## src/rtl/led_activity_bank.sv

```systemverilog
// N-channel front-panel activity indicator: each channel stretches activity
// strobes into fixed-length, visibly separated LED blinks, or follows its input level.
module led_activity_bank #(
  parameter int N_CH     = 4,
  parameter int CNT_W    = 24,
  parameter int HOLD_CYC = 4800000,
  parameter int GAP_CYC  = 2400000,
  parameter int SYNC_IN  = 0
) (
  input  logic            clk,
  input  logic            reset_n,
  input  logic [N_CH-1:0] in,
  input  logic [N_CH-1:0] mode,
  input  logic [N_CH-1:0] enable,
  output logic [N_CH-1:0] led
);

  typedef enum logic [1:0] {IDLE, ON, GAP} state_e;

  localparam logic [CNT_W-1:0] HOLD_LD = CNT_W'(HOLD_CYC - 1);
  localparam logic [CNT_W-1:0] GAP_LD  = CNT_W'(GAP_CYC - 1);
  localparam logic [CNT_W-1:0] CNT_ONE = CNT_W'(1);

  logic [N_CH-1:0] s;
  logic [N_CH-1:0] prev_q;
  logic [N_CH-1:0] rise;

  generate
    if (SYNC_IN != 0) begin : g_sync
      logic [N_CH-1:0] meta_q, sync_q;
      always_ff @(posedge clk or negedge reset_n) begin
        if (!reset_n) begin
          meta_q <= '0;
          sync_q <= '0;
        end else begin
          meta_q <= in;
          sync_q <= meta_q;
        end
      end
      assign s = sync_q;
    end else begin : g_nosync
      assign s = in;
    end
  endgenerate

  // History keeps tracking while disabled or level-following, so neither
  // re-enable nor a switch back to edge mode fabricates a rise from a held level.
  always_ff @(posedge clk or negedge reset_n) begin
    if (!reset_n) prev_q <= '0;
    else          prev_q <= s;
  end

  assign rise = s & ~prev_q;

  for (genvar g = 0; g < N_CH; g++) begin : g_ch
    state_e           state_q, state_d;
    logic [CNT_W-1:0] cnt_q, cnt_d;
    logic             pend_q, pend_d;
    logic             led_q, led_d;

    always_comb begin
      state_d = state_q;
      cnt_d   = cnt_q;
      pend_d  = pend_q;
      led_d   = 1'b0;
      if (!enable[g]) begin
        state_d = IDLE;
        cnt_d   = '0;
        pend_d  = 1'b0;
      end else if (mode[g]) begin
        state_d = IDLE;
        cnt_d   = '0;
        pend_d  = 1'b0;
        led_d   = s[g];
      end else begin
        unique case (state_q)
          IDLE: begin
            if (rise[g]) begin
              state_d = ON;
              cnt_d   = HOLD_LD;
            end
          end
          ON: begin
            pend_d = pend_q | rise[g];
            if (cnt_q == '0) begin
              state_d = GAP;
              cnt_d   = GAP_LD;
            end else begin
              cnt_d = cnt_q - CNT_ONE;
            end
          end
          GAP: begin
            pend_d = pend_q | rise[g];
            if (cnt_q == '0) begin
              // A single pending bit collapses any burst into one further blink.
              if (pend_q | rise[g]) begin
                state_d = ON;
                cnt_d   = HOLD_LD;
                pend_d  = 1'b0;
              end else begin
                state_d = IDLE;
              end
            end else begin
              cnt_d = cnt_q - CNT_ONE;
            end
          end
          default: begin
            state_d = IDLE;
            cnt_d   = '0;
            pend_d  = 1'b0;
          end
        endcase
        led_d = (state_d == ON);
      end
    end

    always_ff @(posedge clk or negedge reset_n) begin
      if (!reset_n) begin
        state_q <= IDLE;
        cnt_q   <= '0;
        pend_q  <= 1'b0;
        led_q   <= 1'b0;
      end else begin
        state_q <= state_d;
        cnt_q   <= cnt_d;
        pend_q  <= pend_d;
        led_q   <= led_d;
      end
    end

    assign led[g] = led_q;
  end

endmodule

```

## config.mk

```make
export PLATFORM = sky130hd
export DESIGN_NAME = led_activity_bank
export DESIGN_NICKNAME = d
export VERILOG_FILES = /design/src/rtl/led_activity_bank.sv
export SDC_FILE = /design/constraint.sdc
export NUM_CORES = 1
export LEC_CHECK = 0
export ABC_AREA = 1
export CORE_UTILIZATION = 31
export CTS_BUF_LIST = sky130_fd_sc_hd__clkbuf_8
export DETAILED_ROUTE_END_ITERATION = 10
export PLACE_DENSITY = 0.54
export SLEW_MARGIN = 30
export SYNTH_ARGS = -nofsm -noshare
export SYNTH_HDL_FRONTEND = slang
export SYNTH_SLANG_ARGS = --single-unit
```

## constraint.sdc

```tcl
create_clock -name clk -period 1.8 [get_ports clk]
set_input_delay 0.45 -clock clk [delete_from_list [all_inputs] [get_ports clk]]
set_output_delay 0.45 -clock clk [all_outputs]
set_load 0.01 [all_outputs]
```

Word-level counts from Yosys, hierarchy flattened:

Index checks and enable logic that the tools add are counted.

* register bits after elaboration: 116
* logic and storage cells: 151
* bits of input ports: 14

* bitwise logic cells: 6
* mux-type cells: 88
* reductions and logical operators: 12
* eq/ne operators: 24
* $add $sub $neg: 4

Operators with widths (number)
* 24-bit 2-to-1 mux: 24
* 24-bit case mux with 3 select lines: 4
* 24-bit zero test: 4
* 24-bit by 1-bit subtractor with 24-bit output (second input constant): 4
* 2-bit 2-to-1 mux: 28
* 1-bit 2-to-1 mux: 24
* 2-bit case mux with 3 select lines: 4
* 5-bit != test (second input constant): 4
* 2-bit by 1-bit equality test with 1-bit output (second input constant): 8
* 4-bit != test (second input constant): 4
* 3-bit != test (second input constant): 4
* 1-bit case mux with 3 select lines: 4
* 2-bit equality test (second input constant): 4
* 2-bit zero test: 4
* 2-bit AND reduction: 4
* 4-bit AND: 1
* 4-bit NOT: 1
* 1-bit bitwise OR: 4

Logic depth before layout (Yosys ltp):

* word-level depth: 11
* depth in mapped cells: 12

Worst setup path after synthesis:

OpenSTA, ideal clock, no wires.

* kind: reg-to-reg
* start: register g_ch[1].cnt_q[0]
* end: register g_ch[1].cnt_q[18]
* period minus slack after synthesis: 1.798 ns
* arrival: 1.681 ns
* slack: 0.002 ns
* cell stages (with the launch flop): 13
* required time: 1.683 ns
* path through: dfrtp_1 inv_1 ha_1 nand2_2 nor2_4 nand2_2 nor2_4 nand4_4 nand2_4 nor2_2 buf_6 nand3_1 nand2_1

* longest elaborated chain between the ends: 5
* elaborated cells between the ends (all ways): 9
* those cells by class: 1 x add/sub; 1 x eq/ne; 5 x mux; 2 x reduce/logical

RTL lines
* start, declared: line 57 `logic [CNT_W-1:0] cnt_q, cnt_d;`
* start signal, assigned: line 125 `cnt_q <= cnt_d;`
* 24-bit by 1-bit subtractor with 24-bit output or 24-bit zero test (tied branches)
* 24-bit 2-to-1 mux, on equally long branches: line 94, 85
* 24-bit case mux with 3 select lines: line 76 `unique case (state_q)`
* 24-bit 2-to-1 mux: line 70 `end else if (mode[g]) begin`
* 24-bit 2-to-1 mux: line 66 `if (!enable[g]) begin`

Several ways; a longest one is shown, not always the timed one.
A chain may end at the register's enable or synchronous reset.

Final worst setup path:

* start: register g_ch[0].cnt_q[0]
* end: register g_ch[0].cnt_q[1]

* longest elaborated chain between the ends: 5
* elaborated cells between the ends (all ways): 9
* those cells by class: 1 x add/sub; 1 x eq/ne; 5 x mux; 2 x reduce/logical

RTL lines (line)
* start, declared: 57
* start signal, assigned: 125
* 24-bit by 1-bit subtractor with 24-bit output or 24-bit zero test (tied branches)
* 24-bit 2-to-1 mux, on equally long branches: 94, 85
* 24-bit case mux with 3 select lines: 76
* 24-bit 2-to-1 mux: 70
* 24-bit 2-to-1 mux: 66

Several ways; a longest one is shown, not always the timed one.

==> results.toml <==
[setup_path]
critPathRequiredTime_ns = 2.18
path_buf_inv = 3
end_kind = "flop"
crit_family = "simple AND/OR/NAND/NOR gates"
crit_slowest_cell = "dfrtp_1"
critPathMaxStageDelay_ns = 0.40
reg2reg_from = "g_ch[0].cnt_q[0]"
critPathLaunchType = "flop"
reg2reg_to = "g_ch[0].cnt_q[1]"
worstPathArrival_ns = 2.21
critPathKind = "reg -> reg"
r2r_slack_ns = -0.03
path_cells = "inv_2 -> ha_4 -> nand2_4 -> nor2_4 -> nand2_2 -> nor2_4 -> nand3_2 -> nand2_2 -> nand2_4 -> buf_6 -> buf_6 -> o21ai_2"
worstPathMaxFanout = 7
reg2regPathDepth = 12

[layout]
fin_cells = 1857
final_nets = 1544
drive_gt1_share_pct = 33.9
multiInputGateArea_um2 = 5360
antennaDiodeCount = 0
fillers = 2618
area_growth_pct = 45.6
seq_area_um2 = 2900

[clock_tree]
clk_pin_slew_ns = 0.10
clock_latency_ns = 0.46
cts_tree = "yes"
clockRootBuffer = "clkbuf_8"
htreeDepth = 4
clock_path_buffers = 2
cts_sinks = 116
cts_made_buffers = 17

[place]
dp_slack_ns = -0.431
gp_congestion = 0.859
place_hpwl_mm = 17.6
io_buffers = 17
dp_cells = 1794

[logic_synthesis]
synth_nets = 1262
ys_seq_area_share_pct = 35.3
ys_warn_count = 0
synth_seq_cells = 116
synth_cell_type_count = 34
syn_area_um2 = 8230
ys.flop_type = "dfrtp_1"
synth_enable_flop_cells = 0
synthCells = 1227
async_reset_ff_share_pct = 100
syn_avg_cell_area_um2 = 6.71

[floorplan]
die_h_um = 165
start_util_pct = 31.6
die_x_um = 165
num_rows = 59
die_area_um2 = 27200
core_um2 = 26100
ioPinCount = 18

[timing]
setup_violations = 12
max_slew_margin_pct = 76.0
min_period_ns = 1.83
setup-tns-final_ns = -0.117
finalMaxSlewViolations = 0
rsz0062_at_grt = "true"
fin_skew_ns = 0.0258
finalHoldViolCount = 0
hold_slack_ns = 0.460
finalCritPeriodShare_pct = 102
fin_ws_ns = -0.0328
fmaxAchievable_ghz = 0.546
tightest_slew_ns = 0.359

[worst_hold_path]
hold_class = "in -> async"

[route]
drt-vias-per-instance = 4.74
antenna_left = 0
drt_iter0_drc = 417
drc = 0
drt_wl_total_mm = 24.6
drt_pre_antenna_iters = 5
vias = 8796
wire_per_inst_um = 13.2

[run_status]
status = "finished, violations left"
violations = "negative setup slack"

[global_route]
grtUsageTotal_pct = 18.7
antenna_found_initial = 0
grt.overflow.total = 0
grt_pass1_wl_mm = 40.7
grt_pass1_vias = 8434
grt_max_degree = 36

[pwr]
totalPowerFinal_mw = 8.26
intPower_mw = 5.35
peakVddDrop_mv = 0.336
clkPwrFrac_pct = 31.7
p_leak_nw = 6.17
powerDensity_nw_per_um2 = 689
combinationalPowerShare_pct = 34.1
swShare_pct = 35.2
pwr-share-seq_pct = 34.1
p_switching_mw = 2.91

[run]
cap_violations = 0
## cell type report
class	instances	share of cell area [%]
Timing Repair Buffer	285	19.9
Sequential cell	116	24.2
Multi-Input combinational cell	957	44.7
Inverter	132	4.18
Clock buffer	17	1.95
Tap cell	335	3.50
Clock inverter	15	1.50
## layout by cell type (no fill, tap or decap), types with 7 or more instances in the layout
cell | synthesis | layout
xor2_1 | 30 | 30
nor2_2 | 10 | 57
nand2_1 | 359 | 322
o21ai_2 | 5 | 16
nand2_2 | 9 | 36
nand3_2 | 4 | 21
a21oi_1 | 41 | 34
buf_6 | 4 | 27
nand2_4 | 2 | 12
dfrtp_1 | 116 | 115
ha_1 | 21 | 15
clkdlybuf4s50_1 | 0 | 12
xnor2_1 | 12 | 12
o21ai_0 | 56 | 46
a21oi_2 | 0 | 7
nand4_1 | 29 | 29
inv_1 | 127 | 114
inv_2 | 2 | 14
nor3_1 | 14 | 8
clkbuf_8 | 0 | 17
nor2_4 | 10 | 27
nand3_1 | 125 | 105
o211ai_1 | 7 | 7
nor2_1 | 198 | 134
buf_4 | 8 | 233
## kinds of logic after synthesis
kind of cell             share of synthesized area [%]
AO/OA/AOI/OAI                                     7.74
XOR/XNOR                                          4.47
adder cells (fa/ha/maj)                           3.19
buffers and inverters                             7.79
flip-flops                                        35.3
AND/OR/NAND/NOR                                   41.5
## cells in the mapped netlist, drive strengths merged, types with 4 or more instances
| library cell | count | area, µm² |
|---|---|---|
| nand2 | 370 | 1430 |
| nor2 | 218 | 918 |
| nand3 | 130 | 683 |
| inv | 129 | 484 |
| dfrtp | 116 | 2900 |
| o21ai | 68 | 359 |
| a21oi | 41 | 205 |
| nand4 | 32 | 245 |
| xor2 | 30 | 263 |
| ha | 21 | 263 |
| buf | 14 | 115 |
| nor3 | 14 | 70.1 |
| xnor2 | 12 | 105 |
| clkbuf | 8 | 30.0 |
| o211ai | 7 | 52.6 |
| or2 | 5 | 31.3 |
| nand3b | 4 | 30.0 |
## state kept, by name, indices dropped and copies added, names as in the netlist
register      count
g_ch.pend_q       4
g_ch.state_q      8
g_ch.cnt_q       96
prev_q            4
g_ch.led_q        4
## metrics by stage
| stage | cell area [µm²] | util, % |
|---|---|---|
| after floorplan | 8230 | - |
| after global placement | 10500 | 40.4 |
| after detailed placement | 10500 | 40.4 |
| after CTS | 11100 | 42.7 |
| after global routing | 12000 | 46.0 |
| final | 12000 | 46.0 |
## worst max-delay path by stage
stage	from	endpoint	cells after the start
after floorplan	g_ch[1].cnt_q[0]	g_ch[1].cnt_q[18]	12
after global placement	enable[3]	g_ch[3].cnt_q[22]	9
after detailed placement	enable[3]	g_ch[3].cnt_q[11]	9
after CTS	g_ch[3].cnt_q[13]	g_ch[3].cnt_q[14]	11
after global routing	g_ch[3].cnt_q[12]	g_ch[3].cnt_q[14]	11
final	g_ch[0].cnt_q[0]	g_ch[0].cnt_q[1]	12
## power groups by stage
stage	combinational [mW]	clock (mW)	sequential, mW
final	2.82	2.62	2.82
after global routing	3.12	2.82	2.84
after floorplan	1.32	0	2.87
after global placement	2.34	0	2.85
after CTS	2.45	2.70	2.81
after detailed placement	2.34	0	2.86
## layer usage
| layer | GRT usage [%] | wire length [µm] | up-vias |
|---|---|---|---|
| li1 | - | - | 4505 |
| met1 | 25.1 | 11700 | 4142 |
| met2 | 30.7 | 11700 | 116 |
| met3 | 2.86 | 720 | 33 |
| met4 | 5.50 | 410 | 0 |
| met5 | 0 | 0 | - |
## repair_timing
| item | in CTS | in global routing |
|---|---|---|
| setup endpoints to repair | 68 | 107 |
| hold buffers | 1 | 0 |
| pin swaps | 21 | 64 |
| gates cloned | 0 | 2 |
| hold endpoints to repair | 26 | 0 |
| buffers inserted | 10 | 19 |
| gates resized for setup | 45 | 202 |
## worst register-to-register path, delay by kind of cell, from the launching register on
family,cells,cell delay [ns]
and+or+nand+nor,7,0.74
buffers and inverters,3,0.35
adders and majority gates,1,0.16
AOI/OAI and AO/OA,1,0.11
DFF,1,0.40
No activity file was read; power rests on OpenSTA's default activity.
==> edit 1 (same flow settings) <==
The 3 states of `state_e` get a one-hot encoding in 3 bits.
--- a/src/rtl/led_activity_bank.sv
+++ b/src/rtl/led_activity_bank.sv
@@ -16,5 +16,5 @@
 );
 
-  typedef enum logic [1:0] {IDLE, ON, GAP} state_e;
+  typedef enum logic [2:0] {IDLE = 3'b001, ON = 3'b010, GAP = 3'b100} state_e;
 
   localparam logic [CNT_W-1:0] HOLD_LD = CNT_W'(HOLD_CYC - 1);
Function: no difference found for any inputs over 4 cycles, from zero or initial values and one cycle with reset_n low; so few cycles prove little.
==> edit 1 against the unedited design <==
- non-clock buffer count decreased by 77
- sequential cell count grew 4
- clock skew fell by 0.012 ns
- design area decreased by 9.6%
- worst setup slack better by 0.069 ns
- combinational power is 6% higher
- via count decreased by 13%
- clock power decreased by 11%
- synthesized cell count down 9.0%
- synthesized area down 5.4%
- wire length down 14%
- power about the same
- count of clock-buffer cells in the layout up 4
==> edit 1: results (changes against the unedited design) <==
status: "finished clean"
syn_avg_cell_area_um2: 6.976  # +4.0%
cts_buffer_depth: 2  # unchanged
grt_pass1_wl_um: 34830  # -14%
switchingPower_w: 0.002925  # +0.61%
drive_above_1_share: 0.3117  # -0.02737
dp.cells: 1606  # -10%
insertedDiodeCount: 0  # unchanged
cts.htree.levels: 4  # unchanged
vias_per_cell: 4.593  # -3.0%
ys_warn_count: 0  # unchanged
clock_latency_ns: 0.45
nets: 1344  # -13%
synth_async_sr_flop_share: 1.000  # unchanged
clk_pin_slew_worst_paths_ns: 0.08  # -0.02 ns
placed_area_mm2: 0.009577  # -9.0%
wl_met1_um: 10270  # -13%
r2r_cells: 13  # +1
wl_met2_um: 10140  # -13%
fmax_mhz: 567.0  # +3.9%
portBuffers: 17  # unchanged
critPathMaxFanout: 5  # -2
ys_types: 38  # +12%
groute.usage.overall: 0.1659  # -0.02074
dp_hpwl_um: 15230  # -13%
reg2reg_setup_slack_ns: 0.04  # +0.07 ns
cts_inserted_buffers: 17  # unchanged
synth_nets: 1135  # -10%
grtUsageMet1: 0.2226  # -0.02839
first_global_vias: 7319  # -13%
reg_top3: "g_ch.cnt_q x96, g_ch.state_q x12"
drt_iter0_markers: 357  # -14%
netlist_top_cells_area: "dfrtp_1 37%, nand2_1 14%, nor2_1 9.6%"
r2r_end: "g_ch[1].cnt_q[3]"
via_count: 7634  # -13%
leakagePower_nw: 5.625  # -8.9%
synthTopCellsByCount: "284 x nand2_1, 200 x nor2_1, 131 x inv_1, 116 x dfrtp_1, 87 x nand3_1"
p_comb_frac: 0.361  # +0.020
wl_met3_um: 527  # -27%
crit_start: "g_ch[1].cnt_q[0]"
gr-usage-met2: 0.2741  # -0.03319
grt_max_degree: 34  # -5.6%
synth_flop_cell: "dfrtp_1"
skew_ns: 0.01421  # -0.01161 ns
dp_slack_ns: -0.3097  # +0.1212 ns
ir_worst_vdd_mv: 0.4294  # +28%
avgRoutedWirePerCell_um: 12.74  # -3.7%
slew_headroom: 0.7764  # +0.01593
crit_arrival_ns: 2.14  # -0.07 ns
globalplace.congestion: 0.8351  # -2.7%
top_layer: "met4"
ys_seq_area_frac: 0.3864  # +0.03357
pwr-share-clk: 0.284  # -0.033
antenna_found_initial: 0  # unchanged
clock-root-buffer: "clkbuf_8"
use_met3: 0.02867  # +0.00003853
p_seq_w: 0.00293  # +4%
==> edit 1: changes by cell type after synthesis, moves of 5 or more <==
cell      unedited run  this run
nand2_2              9        16
xor2_1              30        38
o21ai_2              5        10
clkbuf_1             8         0
o21ai_1              7        21
nand4_1             29        19
ha_1                21         5
nand2_1            359       284
xnor2_1             12        18
nand3_1            125        87
o22ai_1              2         7
a21oi_1             41        23
==> edit 1: stage by stage <==
stage / hold slack, ns / TNS (ns)
after global routing: 0.4499 / -2.128
final: 0.4304 / 0
after global placement: 0.3497 / -13.36
after detailed placement: 0.3519 / -15.38
after CTS: 0.4163 / 0
after floorplan: 0.1544 / 0
==> edit 1: critical path: stages, from the launching register on <==
cell	delay (ns)
dfrtp_1	0.40
inv_2	0.08
ha_4	0.14
nand2_4	0.07
nor2_8	0.17
nand3_4	0.09
nor2_4	0.13
nand2_2	0.08
nand2_2	0.08
nand2_4	0.07
inv_6	0.09
clkbuf_16	0.16
nand2_2	0.04
o21ai_1	0.07
==> edit 1: timing repair <==
item                                    CTS  global route
endpoints found under the setup margin   40           104
hold buffers                              1             0
gates cloned                              0             5
gates resized for setup                  15           203
pin swaps                                 5            43
setup buffers                             3            17
hold endpoints to repair                 21             0
==> edit 1: cells by family (layout without fill, tap and decap cells) <==
kind of cell	Yosys count	after routing	synth area share
AOI/OAI and AO/OA	128	128	0.09048
xor gates and xnor gates	56	56	0.06300
adders and majority gates	5	5	0.008036
buffers and inverters	154	376	0.08518
DFF	120	120	0.3864
and+or+nand+nor	653	653	0.3669
==> edit 1: area by class of cell <==
cell class	count	area [um2]
multi-input combinational	842	4705
clock buffer	21	289.0
inverter	136	523.0
clock inverter	11	81.33
sequential	120	3015
timing repair buffer	208	1812
fill	2459	13630
tap	324	405.4
==> edit 2 (same settings) <==
Without the edit above. The parameter `SYNC_IN` goes from 0 to 1.
--- a/src/rtl/led_activity_bank.sv
+++ b/src/rtl/led_activity_bank.sv
@@ -6,5 +6,5 @@
   parameter int HOLD_CYC = 4800000,
   parameter int GAP_CYC  = 2400000,
-  parameter int SYNC_IN  = 0
+  parameter int SYNC_IN  = 1
 ) (
   input  logic            clk,
Function: changed (Yosys sat finds a counterexample within 4 cycles, from zero or initial values and one cycle with reset_n low).
==> edit 2 against the unedited design <==
- the flow still finishes with violations (setup timing)
- wire length is 0.59% higher
- clock power is 3% higher
- non-clock buffer count is 54 lower
- worst setup slack better by 0.016 ns
- power is 3.9% higher
- sequential cell count is 8 higher
- synthesized area is 3.5% higher
- final cell count is 0.81% lower
- via count is 0.52% lower
- global-route usage is 0.94 points lower
- design area is 2.5% lower
- die area is 3.4% higher
==> edit 2: results (changes against the unedited design) <==
status: "finished, violations left"
failed_checks: "setup timing"
power_w: 0.008579  # +3.9%
dieArea_mm2: 0.02813  # +3.4%
ir_worst_vdd_mv: 0.4222  # +26%
leakagePower_nw: 5.964  # -3.4%
synthCells: 1263  # +2.9%
buffer_area_frac: 0.1630  # -0.03617
finalSetupViolCount: 3  # -9
fin_area_mm2: 0.01169  # -2.5%
synthAdderAreaFrac: 0.03087  # -0.001066
via_count: 8750  # -0.52%
p_seq_w: 0.00304  # +7.8%
grt_max_degree: 46  # +28%
num-nonclk-inverters: 146  # +11%
setup_ws_ns: -0.01689  # +0.01587 ns
drive_above_1_share: 0.2858  # -0.05322
critPathMaxFanout: 9  # +2
first_global_vias: 8443  # +0.11%
ys_seq_area_frac: 0.3645  # +0.01175
min_path_type: "reg -> reg"
fillCellCount: 2731  # +4.3%
synthTopCellsByCount: "370 x nand2_1, 187 x nor2_1, 140 x inv_1, 124 x dfrtp_1, 122 x nand3_1"
drt-total-wl_um: 24710  # +0.59%
seq_cells: 124  # +6.9%
globalplace.congestion: 0.8934  # +4.0%
switchingPower_w: 0.003038  # +4.5%
nets: 1523  # -1.4%
ff_latch_area_mm2: 0.003110  # +7.1%
netlist_top_cells_area: "dfrtp_1 36%, nand2_1 16%, nor2_1 8.2%"
-- edit 2: changes by cell type after synthesis, sizes merged, moves of 3 or more --
cell,before,now
nand2,370,384
dfrtp,116,124
buf,14,19
nand3,130,127
inv,129,143
or2,5,2
o21ai,68,83
nand4,32,38
a21oi,41,30
-- edit 2: worst register-to-register path, stage by stage, from the launching register on --
cell	delay (ns)
dfrtp_1	0.44
nor2_2	0.15
nand2_2	0.10
nor2_4	0.15
nand3_4	0.12
inv_4	0.09
nand3_4	0.07
nand2_4	0.11
buf_12	0.11
nor2_4	0.04
buf_12	0.14
nand2_8	0.09
nand3_1	0.07
-- edit 2: repair_timing --
action | in CTS | in global routing
hold endpoints to repair | 38 | 0
setup endpoints to repair | 76 | 107
resized for setup | 24 | 178
cloned | 0 | 2
pin swaps | 8 | 45
hold buffers | 1 | 0
setup buffers | 6 | 23
-- edit 2: path summary, 6_finish.rpt --
kind	end	depth (start not counted)	from
setup / recovery	g_ch[1].cnt_q[0]	12	g_ch[1].cnt_q[16]
hold / removal	g_sync.sync_q[0]	0	g_sync.meta_q[0]
setup reg to reg	g_ch[1].cnt_q[0]	12	g_ch[1].cnt_q[16]
hold reg to reg	g_sync.sync_q[0]	0	g_sync.meta_q[0]
max in group asynchronous	g_sync.meta_q[0]	3	reset_n
min in group asynchronous	g_ch[0].cnt_q[8]	2	reset_n
-- edit 2: metal layers --
layer,track usage,share of wire,up-vias
met3,0.02529,0.024,25
met5,0,0,-
li1,-,-,4472
met4,0.05305,0.014,0
met1,0.2321,0.48,4128
met2,0.3013,0.48,125
-- edit 2: cells by family after synthesis --
logic type,Yosys count
and+or+nand+nor,785
buffers and inverters,172
DFF,124
AOI/OAI and AO/OA,120
xor gates and xnor gates,41
adders and majority gates,21
